===== src/rtl/fml16_pkg.sv =====
// Shared types and constants for the FML16 -> WB32 responder.
package fml16_pkg;

  // Responder FSM encoding.
  typedef enum logic [2:0] {
    S_IDLE  = 3'd0,
    S_FLUSH = 3'd1,
    S_WB_WR = 3'd2,
    S_WB_RD = 3'd3,
    S_ACK   = 3'd4
  } state_t;

  // fml_adr_i[1] selects which half of the 32-bit word is addressed.
  localparam logic HALF_UPPER = 1'b0;
  localparam logic HALF_LOWER = 1'b1;

  // Classic Wishbone cycle type identifier.
  localparam logic [2:0] WB_CTI_CLASSIC = 3'b000;

  // Extract the addressed 16-bit half from a 32-bit word.
  function automatic logic [15:0] pick_half(input logic [31:0] word, input logic half);
    return (half == HALF_LOWER) ? word[15:0] : word[31:16];
  endfunction

endpackage


===== src/rtl/fml16_wb32_responder_if.sv =====
// Bus bundle for the responder: FML16 slave side plus WB32 master side.
//
// Handshakes:
//   FML: the master raises fml_stb_i with adr/we/sel/di and holds them until
//        fml_ack_o pulses for exactly one cycle; read data is valid in that
//        cycle. The responder only samples a request while fml_ack_o is low.
//   WB : classic cycles. wb_cyc_o = wb_stb_o = 1 with adr/dat/sel/we stable
//        until the slave asserts wb_ack_i; cyc/stb drop in the following cycle.
interface fml16_wb32_responder_if #(parameter int ADR_W = 26);
  logic [ADR_W-1:0] fml_adr_i;
  logic             fml_stb_i;
  logic             fml_we_i;
  logic [1:0]       fml_sel_i;
  logic [15:0]      fml_di_i;
  logic [15:0]      fml_do_o;
  logic             fml_ack_o;

  logic [31:0]      wb_adr_o;
  logic [31:0]      wb_dat_o;
  logic [31:0]      wb_dat_i;
  logic [3:0]       wb_sel_o;
  logic [2:0]       wb_cti_o;
  logic             wb_cyc_o;
  logic             wb_stb_o;
  logic             wb_we_o;
  logic             wb_ack_i;

  // Responder view.
  modport slave (
    input  fml_adr_i, fml_stb_i, fml_we_i, fml_sel_i, fml_di_i,
    output fml_do_o, fml_ack_o,
    output wb_adr_o, wb_dat_o, wb_sel_o, wb_cti_o, wb_cyc_o, wb_stb_o, wb_we_o,
    input  wb_dat_i, wb_ack_i
  );

  // Environment view (FML master and WB slave).
  modport master (
    output fml_adr_i, fml_stb_i, fml_we_i, fml_sel_i, fml_di_i,
    input  fml_do_o, fml_ack_o,
    input  wb_adr_o, wb_dat_o, wb_sel_o, wb_cti_o, wb_cyc_o, wb_stb_o, wb_we_o,
    output wb_dat_i, wb_ack_i
  );
endinterface


===== src/rtl/fml16_wb32_wbm.sv =====
// Single classic-cycle Wishbone master. A start pulse while idle registers the
// command and raises cyc/stb; the cycle ends on wb_ack_i. done and rdata are
// combinational views of the acknowledging cycle so the caller can react on
// the same edge the ack is sampled.
module fml16_wb32_wbm
  import fml16_pkg::*;
(
  input  logic        sys_clk,
  input  logic        sys_rst_n,
  input  logic        start,
  input  logic        we,
  input  logic [31:0] adr,
  input  logic [31:0] dat,
  input  logic [3:0]  sel,
  output logic        done,
  output logic [31:0] rdata,
  output logic        wb_cyc,
  output logic        wb_stb,
  output logic        wb_we,
  output logic [31:0] wb_adr,
  output logic [31:0] wb_dat,
  output logic [3:0]  wb_sel,
  output logic [2:0]  wb_cti,
  input  logic [31:0] wb_dat_i,
  input  logic        wb_ack_i
);

  assign done   = wb_cyc & wb_ack_i;
  assign rdata  = wb_dat_i;
  assign wb_cti = WB_CTI_CLASSIC;

  // Hold the command stable from start until the slave acknowledges.
  always_ff @(posedge sys_clk or negedge sys_rst_n) begin
    if (!sys_rst_n) begin
      wb_cyc <= 1'b0;
      wb_stb <= 1'b0;
      wb_we  <= 1'b0;
      wb_adr <= '0;
      wb_dat <= '0;
      wb_sel <= '0;
    end else if (wb_cyc) begin
      if (wb_ack_i) begin
        wb_cyc <= 1'b0;
        wb_stb <= 1'b0;
        wb_we  <= 1'b0;
      end
    end else if (start) begin
      wb_cyc <= 1'b1;
      wb_stb <= 1'b1;
      wb_we  <= we;
      wb_adr <= adr;
      wb_dat <= dat;
      wb_sel <= sel;
    end
  end

endmodule


===== src/rtl/fml16_wb32_responder.sv =====
// FML16 slave that packs half-word accesses into 32-bit Wishbone cycles.
// An upper-half write is parked in a pending buffer and merged with the
// following lower-half write; a one-word read cache serves the second half of
// a read pair without another bus cycle.
module fml16_wb32_responder
  import fml16_pkg::*;
#(
  parameter int ADR_W = 26
) (
  input  logic                   sys_clk,
  input  logic                   sys_rst_n,
  fml16_wb32_responder_if.slave  bus,
  output state_t                 dbg_state
);

  localparam int WA_W = ADR_W - 2;
  typedef logic [WA_W-1:0] wadr_t;

  state_t      state;
  logic        fml_ack;
  logic [15:0] fml_do;

  // Pending upper-half write.
  logic        pend_v;
  wadr_t       pend_adr;
  logic [15:0] hi_dat;
  logic [1:0]  hi_sel;

  // One-word read cache.
  logic        cache_v;
  wadr_t       cache_adr;
  logic [31:0] cache;

  // Request captured at dispatch so the master may drop stb mid-operation.
  wadr_t       req_adr;
  logic        req_half;
  logic        req_we;
  logic [1:0]  req_sel;
  logic [15:0] req_di;
  logic        need_launch;

  wadr_t       in_adr;
  logic        in_half;
  logic        take;
  logic        pend_match;
  logic        cache_match;
  logic        req_cache_match;
  logic        unused_adr_bit;

  logic        launch;
  logic        l_we;
  logic [31:0] l_adr;
  logic [31:0] l_dat;
  logic [3:0]  l_sel;
  logic        go_hi;
  logic        go_flush;
  logic        go_wr;
  logic        go_hit;
  logic        wb_done;
  logic [31:0] wb_rdata;

  assign in_adr          = bus.fml_adr_i[ADR_W-1:2];
  assign in_half         = bus.fml_adr_i[1];
  assign unused_adr_bit  = bus.fml_adr_i[0];
  assign take            = (state == S_IDLE) && bus.fml_stb_i && !fml_ack;
  assign pend_match      = pend_v && (in_adr == pend_adr);
  assign cache_match     = cache_v && (in_adr == cache_adr);
  assign req_cache_match = cache_v && (req_adr == cache_adr);

  // Dispatch decision and the Wishbone command to launch this cycle, if any.
  always_comb begin
    launch   = 1'b0;
    l_we     = 1'b0;
    l_adr    = '0;
    l_dat    = '0;
    l_sel    = '0;
    go_hi    = 1'b0;
    go_flush = 1'b0;
    go_wr    = 1'b0;
    go_hit   = 1'b0;
    if (take) begin
      if (bus.fml_we_i && (in_half == HALF_UPPER)) begin
        go_hi = 1'b1;
      end else if (pend_v && !(bus.fml_we_i && pend_match)) begin
        go_flush = 1'b1;
        launch   = 1'b1;
        l_we     = 1'b1;
        l_adr    = 32'({pend_adr, 2'b00});
        l_dat    = {hi_dat, 16'h0000};
        l_sel    = {hi_sel, 2'b00};
      end else if (bus.fml_we_i) begin
        go_wr  = 1'b1;
        launch = 1'b1;
        l_we   = 1'b1;
        l_adr  = 32'({in_adr, 2'b00});
        l_dat  = pend_v ? {hi_dat, bus.fml_di_i} : {16'h0000, bus.fml_di_i};
        l_sel  = pend_v ? {hi_sel, bus.fml_sel_i} : {2'b00, bus.fml_sel_i};
      end else if (cache_match) begin
        go_hit = 1'b1;
      end else begin
        launch = 1'b1;
        l_adr  = 32'({in_adr, 2'b00});
        l_sel  = 4'hF;
      end
    end else if (need_launch) begin
      // Deferred command after a flush; the pending buffer is empty by now.
      launch = 1'b1;
      l_adr  = 32'({req_adr, 2'b00});
      if (state == S_WB_WR) begin
        l_we  = 1'b1;
        l_dat = {16'h0000, req_di};
        l_sel = {2'b00, req_sel};
      end else begin
        l_sel = 4'hF;
      end
    end
  end

  // Responder FSM with pending-write buffer and read cache.
  always_ff @(posedge sys_clk or negedge sys_rst_n) begin
    if (!sys_rst_n) begin
      state       <= S_IDLE;
      fml_ack     <= 1'b0;
      fml_do      <= '0;
      pend_v      <= 1'b0;
      pend_adr    <= '0;
      hi_dat      <= '0;
      hi_sel      <= '0;
      cache_v     <= 1'b0;
      cache_adr   <= '0;
      cache       <= '0;
      req_adr     <= '0;
      req_half    <= 1'b0;
      req_we      <= 1'b0;
      req_sel     <= '0;
      req_di      <= '0;
      need_launch <= 1'b0;
    end else begin
      case (state)
        S_IDLE: begin
          if (take) begin
            req_adr  <= in_adr;
            req_half <= in_half;
            req_we   <= bus.fml_we_i;
            req_sel  <= bus.fml_sel_i;
            req_di   <= bus.fml_di_i;
            // Writes never update the cache, so any write to the cached word kills it.
            if (bus.fml_we_i && cache_match) cache_v <= 1'b0;
            if (go_hi) begin
              hi_dat   <= bus.fml_di_i;
              hi_sel   <= bus.fml_sel_i;
              pend_adr <= in_adr;
              pend_v   <= 1'b1;
              fml_ack  <= 1'b1;
              state    <= S_ACK;
            end else if (go_flush) begin
              state <= S_FLUSH;
            end else if (go_wr) begin
              pend_v <= 1'b0;
              state  <= S_WB_WR;
            end else if (go_hit) begin
              fml_do  <= pick_half(cache, in_half);
              fml_ack <= 1'b1;
              state   <= S_ACK;
            end else begin
              state <= S_WB_RD;
            end
          end
        end
        S_FLUSH: begin
          if (wb_done) begin
            pend_v <= 1'b0;
            if (req_we) begin
              need_launch <= 1'b1;
              state       <= S_WB_WR;
            end else if (req_cache_match) begin
              fml_do  <= pick_half(cache, req_half);
              fml_ack <= 1'b1;
              state   <= S_ACK;
            end else begin
              need_launch <= 1'b1;
              state       <= S_WB_RD;
            end
          end
        end
        S_WB_WR: begin
          need_launch <= 1'b0;
          if (wb_done) begin
            fml_ack <= 1'b1;
            state   <= S_ACK;
          end
        end
        S_WB_RD: begin
          need_launch <= 1'b0;
          if (wb_done) begin
            cache     <= wb_rdata;
            cache_adr <= req_adr;
            cache_v   <= 1'b1;
            fml_do    <= pick_half(wb_rdata, req_half);
            fml_ack   <= 1'b1;
            state     <= S_ACK;
          end
        end
        S_ACK: begin
          fml_ack <= 1'b0;
          state   <= S_IDLE;
        end
        default: begin
          fml_ack <= 1'b0;
          state   <= S_IDLE;
        end
      endcase
    end
  end

  fml16_wb32_wbm u_wbm (
    .sys_clk   (sys_clk),
    .sys_rst_n (sys_rst_n),
    .start     (launch),
    .we        (l_we),
    .adr       (l_adr),
    .dat       (l_dat),
    .sel       (l_sel),
    .done      (wb_done),
    .rdata     (wb_rdata),
    .wb_cyc    (bus.wb_cyc_o),
    .wb_stb    (bus.wb_stb_o),
    .wb_we     (bus.wb_we_o),
    .wb_adr    (bus.wb_adr_o),
    .wb_dat    (bus.wb_dat_o),
    .wb_sel    (bus.wb_sel_o),
    .wb_cti    (bus.wb_cti_o),
    .wb_dat_i  (bus.wb_dat_i),
    .wb_ack_i  (bus.wb_ack_i)
  );

  assign bus.fml_ack_o = fml_ack;
  assign bus.fml_do_o  = fml_do;
  assign dbg_state     = state;

endmodule


===== src/flat_wrapper.sv =====
// flat-port wrapper written by rule: the top's interface ports become plain ports
module fml16_wb32_responder_flat import fml16_pkg::*;
#(
  parameter int ADR_W = 26
)
  (sys_clk, sys_rst_n, dbg_state, bus_fml_adr_i, bus_fml_stb_i, bus_fml_we_i, bus_fml_sel_i, bus_fml_di_i, bus_fml_do_o, bus_fml_ack_o, bus_wb_adr_o, bus_wb_dat_o, bus_wb_sel_o, bus_wb_cti_o, bus_wb_cyc_o, bus_wb_stb_o, bus_wb_we_o, bus_wb_dat_i, bus_wb_ack_i);
  fml16_wb32_responder_if #(.ADR_W(ADR_W)) bus_i ();
  input  logic sys_clk;
  input  logic sys_rst_n;
  output state_t dbg_state;
  input wire logic [$bits(bus_i.fml_adr_i)-1:0] bus_fml_adr_i;
  input wire logic [$bits(bus_i.fml_stb_i)-1:0] bus_fml_stb_i;
  input wire logic [$bits(bus_i.fml_we_i)-1:0] bus_fml_we_i;
  input wire logic [$bits(bus_i.fml_sel_i)-1:0] bus_fml_sel_i;
  input wire logic [$bits(bus_i.fml_di_i)-1:0] bus_fml_di_i;
  output wire logic [$bits(bus_i.fml_do_o)-1:0] bus_fml_do_o;
  output wire logic [$bits(bus_i.fml_ack_o)-1:0] bus_fml_ack_o;
  output wire logic [$bits(bus_i.wb_adr_o)-1:0] bus_wb_adr_o;
  output wire logic [$bits(bus_i.wb_dat_o)-1:0] bus_wb_dat_o;
  output wire logic [$bits(bus_i.wb_sel_o)-1:0] bus_wb_sel_o;
  output wire logic [$bits(bus_i.wb_cti_o)-1:0] bus_wb_cti_o;
  output wire logic [$bits(bus_i.wb_cyc_o)-1:0] bus_wb_cyc_o;
  output wire logic [$bits(bus_i.wb_stb_o)-1:0] bus_wb_stb_o;
  output wire logic [$bits(bus_i.wb_we_o)-1:0] bus_wb_we_o;
  input wire logic [$bits(bus_i.wb_dat_i)-1:0] bus_wb_dat_i;
  input wire logic [$bits(bus_i.wb_ack_i)-1:0] bus_wb_ack_i;
  assign bus_i.fml_adr_i = bus_fml_adr_i;
  assign bus_i.fml_stb_i = bus_fml_stb_i;
  assign bus_i.fml_we_i = bus_fml_we_i;
  assign bus_i.fml_sel_i = bus_fml_sel_i;
  assign bus_i.fml_di_i = bus_fml_di_i;
  assign bus_fml_do_o = bus_i.fml_do_o;
  assign bus_fml_ack_o = bus_i.fml_ack_o;
  assign bus_wb_adr_o = bus_i.wb_adr_o;
  assign bus_wb_dat_o = bus_i.wb_dat_o;
  assign bus_wb_sel_o = bus_i.wb_sel_o;
  assign bus_wb_cti_o = bus_i.wb_cti_o;
  assign bus_wb_cyc_o = bus_i.wb_cyc_o;
  assign bus_wb_stb_o = bus_i.wb_stb_o;
  assign bus_wb_we_o = bus_i.wb_we_o;
  assign bus_i.wb_dat_i = bus_wb_dat_i;
  assign bus_i.wb_ack_i = bus_wb_ack_i;
  fml16_wb32_responder #(.ADR_W(ADR_W)) u_core (.sys_clk(sys_clk), .sys_rst_n(sys_rst_n), .bus(bus_i), .dbg_state(dbg_state));
endmodule

===== config.mk =====
export PLATFORM = sky130hd
export DESIGN_NAME = fml16_wb32_responder_flat
export DESIGN_NICKNAME = d
export VERILOG_FILES = /design/src/rtl/fml16_pkg.sv /design/src/rtl/fml16_wb32_responder_if.sv /design/src/rtl/fml16_wb32_wbm.sv /design/src/rtl/fml16_wb32_responder.sv /design/src/flat_wrapper.sv
export SDC_FILE = /design/constraint.sdc
export NUM_CORES = 1
export LEC_CHECK = 0
export ABC_AREA = 1
export BUFFER_PORTS_ARGS = -buffer_cell sky130_fd_sc_hd__buf_2
export CAP_MARGIN = 25
export CORE_ASPECT_RATIO = 0.6
export CORE_MARGIN = 2
export CORE_UTILIZATION = 50
export DETAILED_ROUTE_END_ITERATION = 12
export PLACE_DENSITY = 0.7
export REMOVE_ABC_BUFFERS = 1
export SLEW_MARGIN = 25
export SYNTH_ARGS = -nofsm -noshare
export SYNTH_HDL_FRONTEND = slang
export SYNTH_SLANG_ARGS = --single-unit

===== constraint.sdc =====
create_clock -name sys_clk -period 4.26 [get_ports sys_clk]
set_input_delay 0.426 -clock sys_clk [delete_from_list [all_inputs] [get_ports sys_clk]]
set_output_delay 0.426 -clock sys_clk [all_outputs]
set_load 0.02 [all_outputs]

==> out/summary.txt <==
outcome - finished clean
WL/cell - 15.8 um
most common cell after layout, fill and taps aside - nand2_1
CTS H-tree lvls - 1
Logic pwr share - 41.9%
CTS Root Cell - clkbuf_16
fin nets - 1858
Netlist cell types - 35
Hold Vio Cnt, Final - 0
sequential cell area - 5710 sq um
DRC Markers - 0
Power Dens Cells - 719 nW/um^2
CTS tree - yes
Syn Area/Cell - 7.25 sq um
CP max stage cell - buf_4
post-route cell area - 13700 sq um
initial DRC count - 1175
R2R depth - 12
Switching Share - 43.6%
Compound-Gate Fraction of Synth Area - 10.6%
Worst Hold Class - input port to flop
initial antenna violation count - 2
cell mode on critical path - nand2_2
top cells by area, synth - dfrtp_1 48%, nand2_1 21%, o21ai_0 8.9%, nand3_1 4.9%, inv_1 4.4%
CP peak stage delay - 0.69 ns
largest net degree at the start of global routing - 129
RSZ-0062 raised after global routing - false
RR Startpoint - u_core.dbg_state[2]
Core Area - 23300 sq um
Yosys warnings - 0
Max Root-Sink Buffers - 3
Post-DRT Antenna Nets - 0
final setup vio count - 0
Setup Crit Path Kind - flop to flop
Worst Tran Pin Value - 0.983 ns
Post-Syn Area - 12000 sq um
Peak VDD IR - 0.466 mV
critical path startpoint - u_core.dbg_state[2]
Slew HR - 34.4%
GPL Wtd Cong - 0.893
WL final - 33.3 mm
Worst R2R End - u_core.bus.fml_do_o[1]
Adder-Cell Fraction of Synth Area - 0%
die width - 204 um
global route overflow - 0
Post-Synth Simple-Gate Area - 30.3%
global-route wire length before repair - 53.1 mm
post-synthesis mux area share - 1.70%
vias - 11200
Stages on worst setup path - 12
IO Pins - 175
Post-Synth XOR/XNOR Area - 0.806%
P&R area growth vs syn - 14.6%
DRT Pass-1 Iters - 6
Die Span Y - 124 um
fraction of layout cells with a size suffix above 1 - 15.7%
leakage - 7.39 nW
Worst EP arrival - 3.76 ns
via/cell ratio - 5.29
minimum clock period - 3.36 ns
Crit. End Element - flop
# diodes - 0
row count - 43
Critical Path Source Type - flop
register share of total power - 37.1%
Final Max Tran Viols - 0
Initial Utilization - 51.3%
vias in the first global route - 10100
Synth top area share - 47.7%
commonest cells after routing, fill and taps aside - 674 x nand2_1, 228 x dfrtp_1, 212 x o21ai_0
Max Fclk - 0.298 GHz
sequential area share after synthesis - 47.7%
P_sw - 4.30 mW
crit-path leading delay family - simple AND/OR/NAND/NOR gates
MaxCap Viol Count - 0
clock share of power - 21.1%
Post-CTS Resized - 0
crit path cell chain - nor2_2 > nand2_2 > inv_2 > nand2_4 > buf_4 > nor3_1 > nand2_2 > nand2_2 > nor2_4 > nand2_4 > nand2_1 > nand2_1
crit path max fanout - 79
Syn Inst Count - 1649
Register-to-Register Setup Slack - 0.90 ns
cts bufs inserted - 23
fillcell total - 2236
total track usage - 26.7%
port buffer count - 162
area taken by multi-input logic gates - 5230 sq um
Worst-Skew Late Latency - 0.52 ns
Worst EP required - 4.66 ns
Setup Skew - 0.0242 ns
clock-pin slew on the worst setup and hold paths - 0.06 ns
die area - 25200 sq um
CP endpoint - u_core.bus.fml_do_o[1]
Buf/Inv on CP - 2
Internal Power - 5.56 mW
placed cell area - 12900 sq um
largest family of logic cells by synthesized area - simple AND/OR/NAND/NOR gates
Setup TNS - 0 ns
HPWL after detailed placement - 22.2 mm
flop and latch count out of synthesis - 228
Setup Fix Bufs, Post-CTS - 0
area leader, netlist - dfrtp_1
period utilisation layout - 78.8%
clock sink total - 228
Power Total - 9.86 mW
-- state kept, by name, summed over array words and instances (netlist names) --
register,flops
u_core.u_wbm.wb_stb,1
u_core.bus.fml_do_o,16
u_core.pend_v,1
u_core.cache_v,1
u_core.u_wbm.wb_adr,24
u_core.cache_adr,24
u_core.hi_sel,2
u_core.u_wbm.wb_dat,32
u_core.u_wbm.wb_sel,4
u_core.req_we,1
u_core.req_sel,2
u_core.u_wbm.wb_cyc,1
u_core.pend_adr,24
u_core.req_half,1
u_core.hi_dat,16
u_core.need_launch,1
u_core.req_di,16
u_core.u_wbm.wb_we,1
u_core.bus.fml_ack_o,1
u_core.req_adr,24
u_core.cache,32
u_core.dbg_state,3
-- final cells by class --
cell class	count	share of cell area [%]
repair buffers	182	7.25
clock inverters	9	0.749
multi-input cells	1178	38.2
flip-flops and latches	228	41.6
inverters	164	4.49
clock buffers	32	4.81
well taps	315	2.88
-- kinds of logic (layout without fill, tap and decap cells) --
| group | Yosys count | in the layout |
|---|---|---|
| other | 1 | 11 |
| flip-flops | 228 | 228 |
| multiplexers | 18 | 18 |
| AND/OR/NAND/NOR | 890 | 890 |
| XOR/XNOR | 11 | 11 |
| buffers and inverters | 253 | 387 |
| AO/OA/AOI/OAI | 248 | 248 |
-- per-layer routing --
layer,track usage [%],wire (um),vias to the layer above
met3,4.81,2830,33
met4,4.88,401,4
met1,41.9,16400,5273
li1,-,-,5428
met5,0,27,-
met2,38.4,13700,421
-- per-stage QoR --
stage                     worst slack [ns]  util [%]  cells  hold slack (ns)
after floorplan                      0.329         -   1570            0.130
after global placement               0.969      55.4   2065            0.453
after detailed placement             0.932      55.4   2065            0.457
after CTS                            0.901      58.7   2106           0.0634
after global routing                 0.577      58.8   2108            0.116
final                                0.903      58.8   2108            0.120
-- power by group through the flow --
| stage | logic, mW | clock network, mW | registers (mW) |
|---|---|---|---|
| after floorplan | 2.44 | 0 | 3.89 |
| after global placement | 3.99 | 0 | 3.63 |
| after detailed placement | 4.08 | 0 | 3.66 |
| after CTS | 4.10 | 2.10 | 3.64 |
| after global routing | 4.66 | 2.19 | 3.76 |
| final | 4.13 | 2.08 | 3.65 |
-- Yosys cell counts (all sizes together) --
| master | number |
|---|---|
| clkbuf | 44 |
| nor3 | 5 |
| nand3 | 119 |
| o21ai | 214 |
| buf | 45 |
| xor2 | 1 |
| a211oi | 1 |
| inv | 164 |
| o22ai | 6 |
| and2 | 1 |
| conb | 1 |
| a22oi | 1 |
| nand2 | 682 |
| nor2 | 70 |
| nand4 | 11 |
| o21a | 1 |
| o211ai | 1 |
| mux2 | 18 |
| dfrtp | 228 |
| nand3b | 2 |
| xnor2 | 10 |
| a21oi | 24 |
-- how the worst min path moves through the flow --
| stage | start | endpoint | cells past startpoint |
|---|---|---|---|
| after global placement | u_core.bus.fml_do_o[1] | u_core.bus.fml_do_o[1] | 2 |
| after CTS | sys_rst_n | u_core.u_wbm.wb_adr[24] | 1 |
| after global routing | bus_wb_ack_i | u_core.u_wbm.wb_cyc | 2 |
| after detailed placement | u_core.bus.fml_do_o[0] | u_core.bus.fml_do_o[0] | 2 |
| final | bus_wb_ack_i | u_core.u_wbm.wb_cyc | 2 |
| after floorplan | sys_rst_n | u_core.bus.fml_ack_o | 0 |
-- timing repair --
item                                   4_1_cts  5_1_grt
hold buffers                                 0        1
setup endpoints to repair                    0        0
endpoints found under the hold margin        0       67
Note: power is estimated with default switching activity, not from simulation.
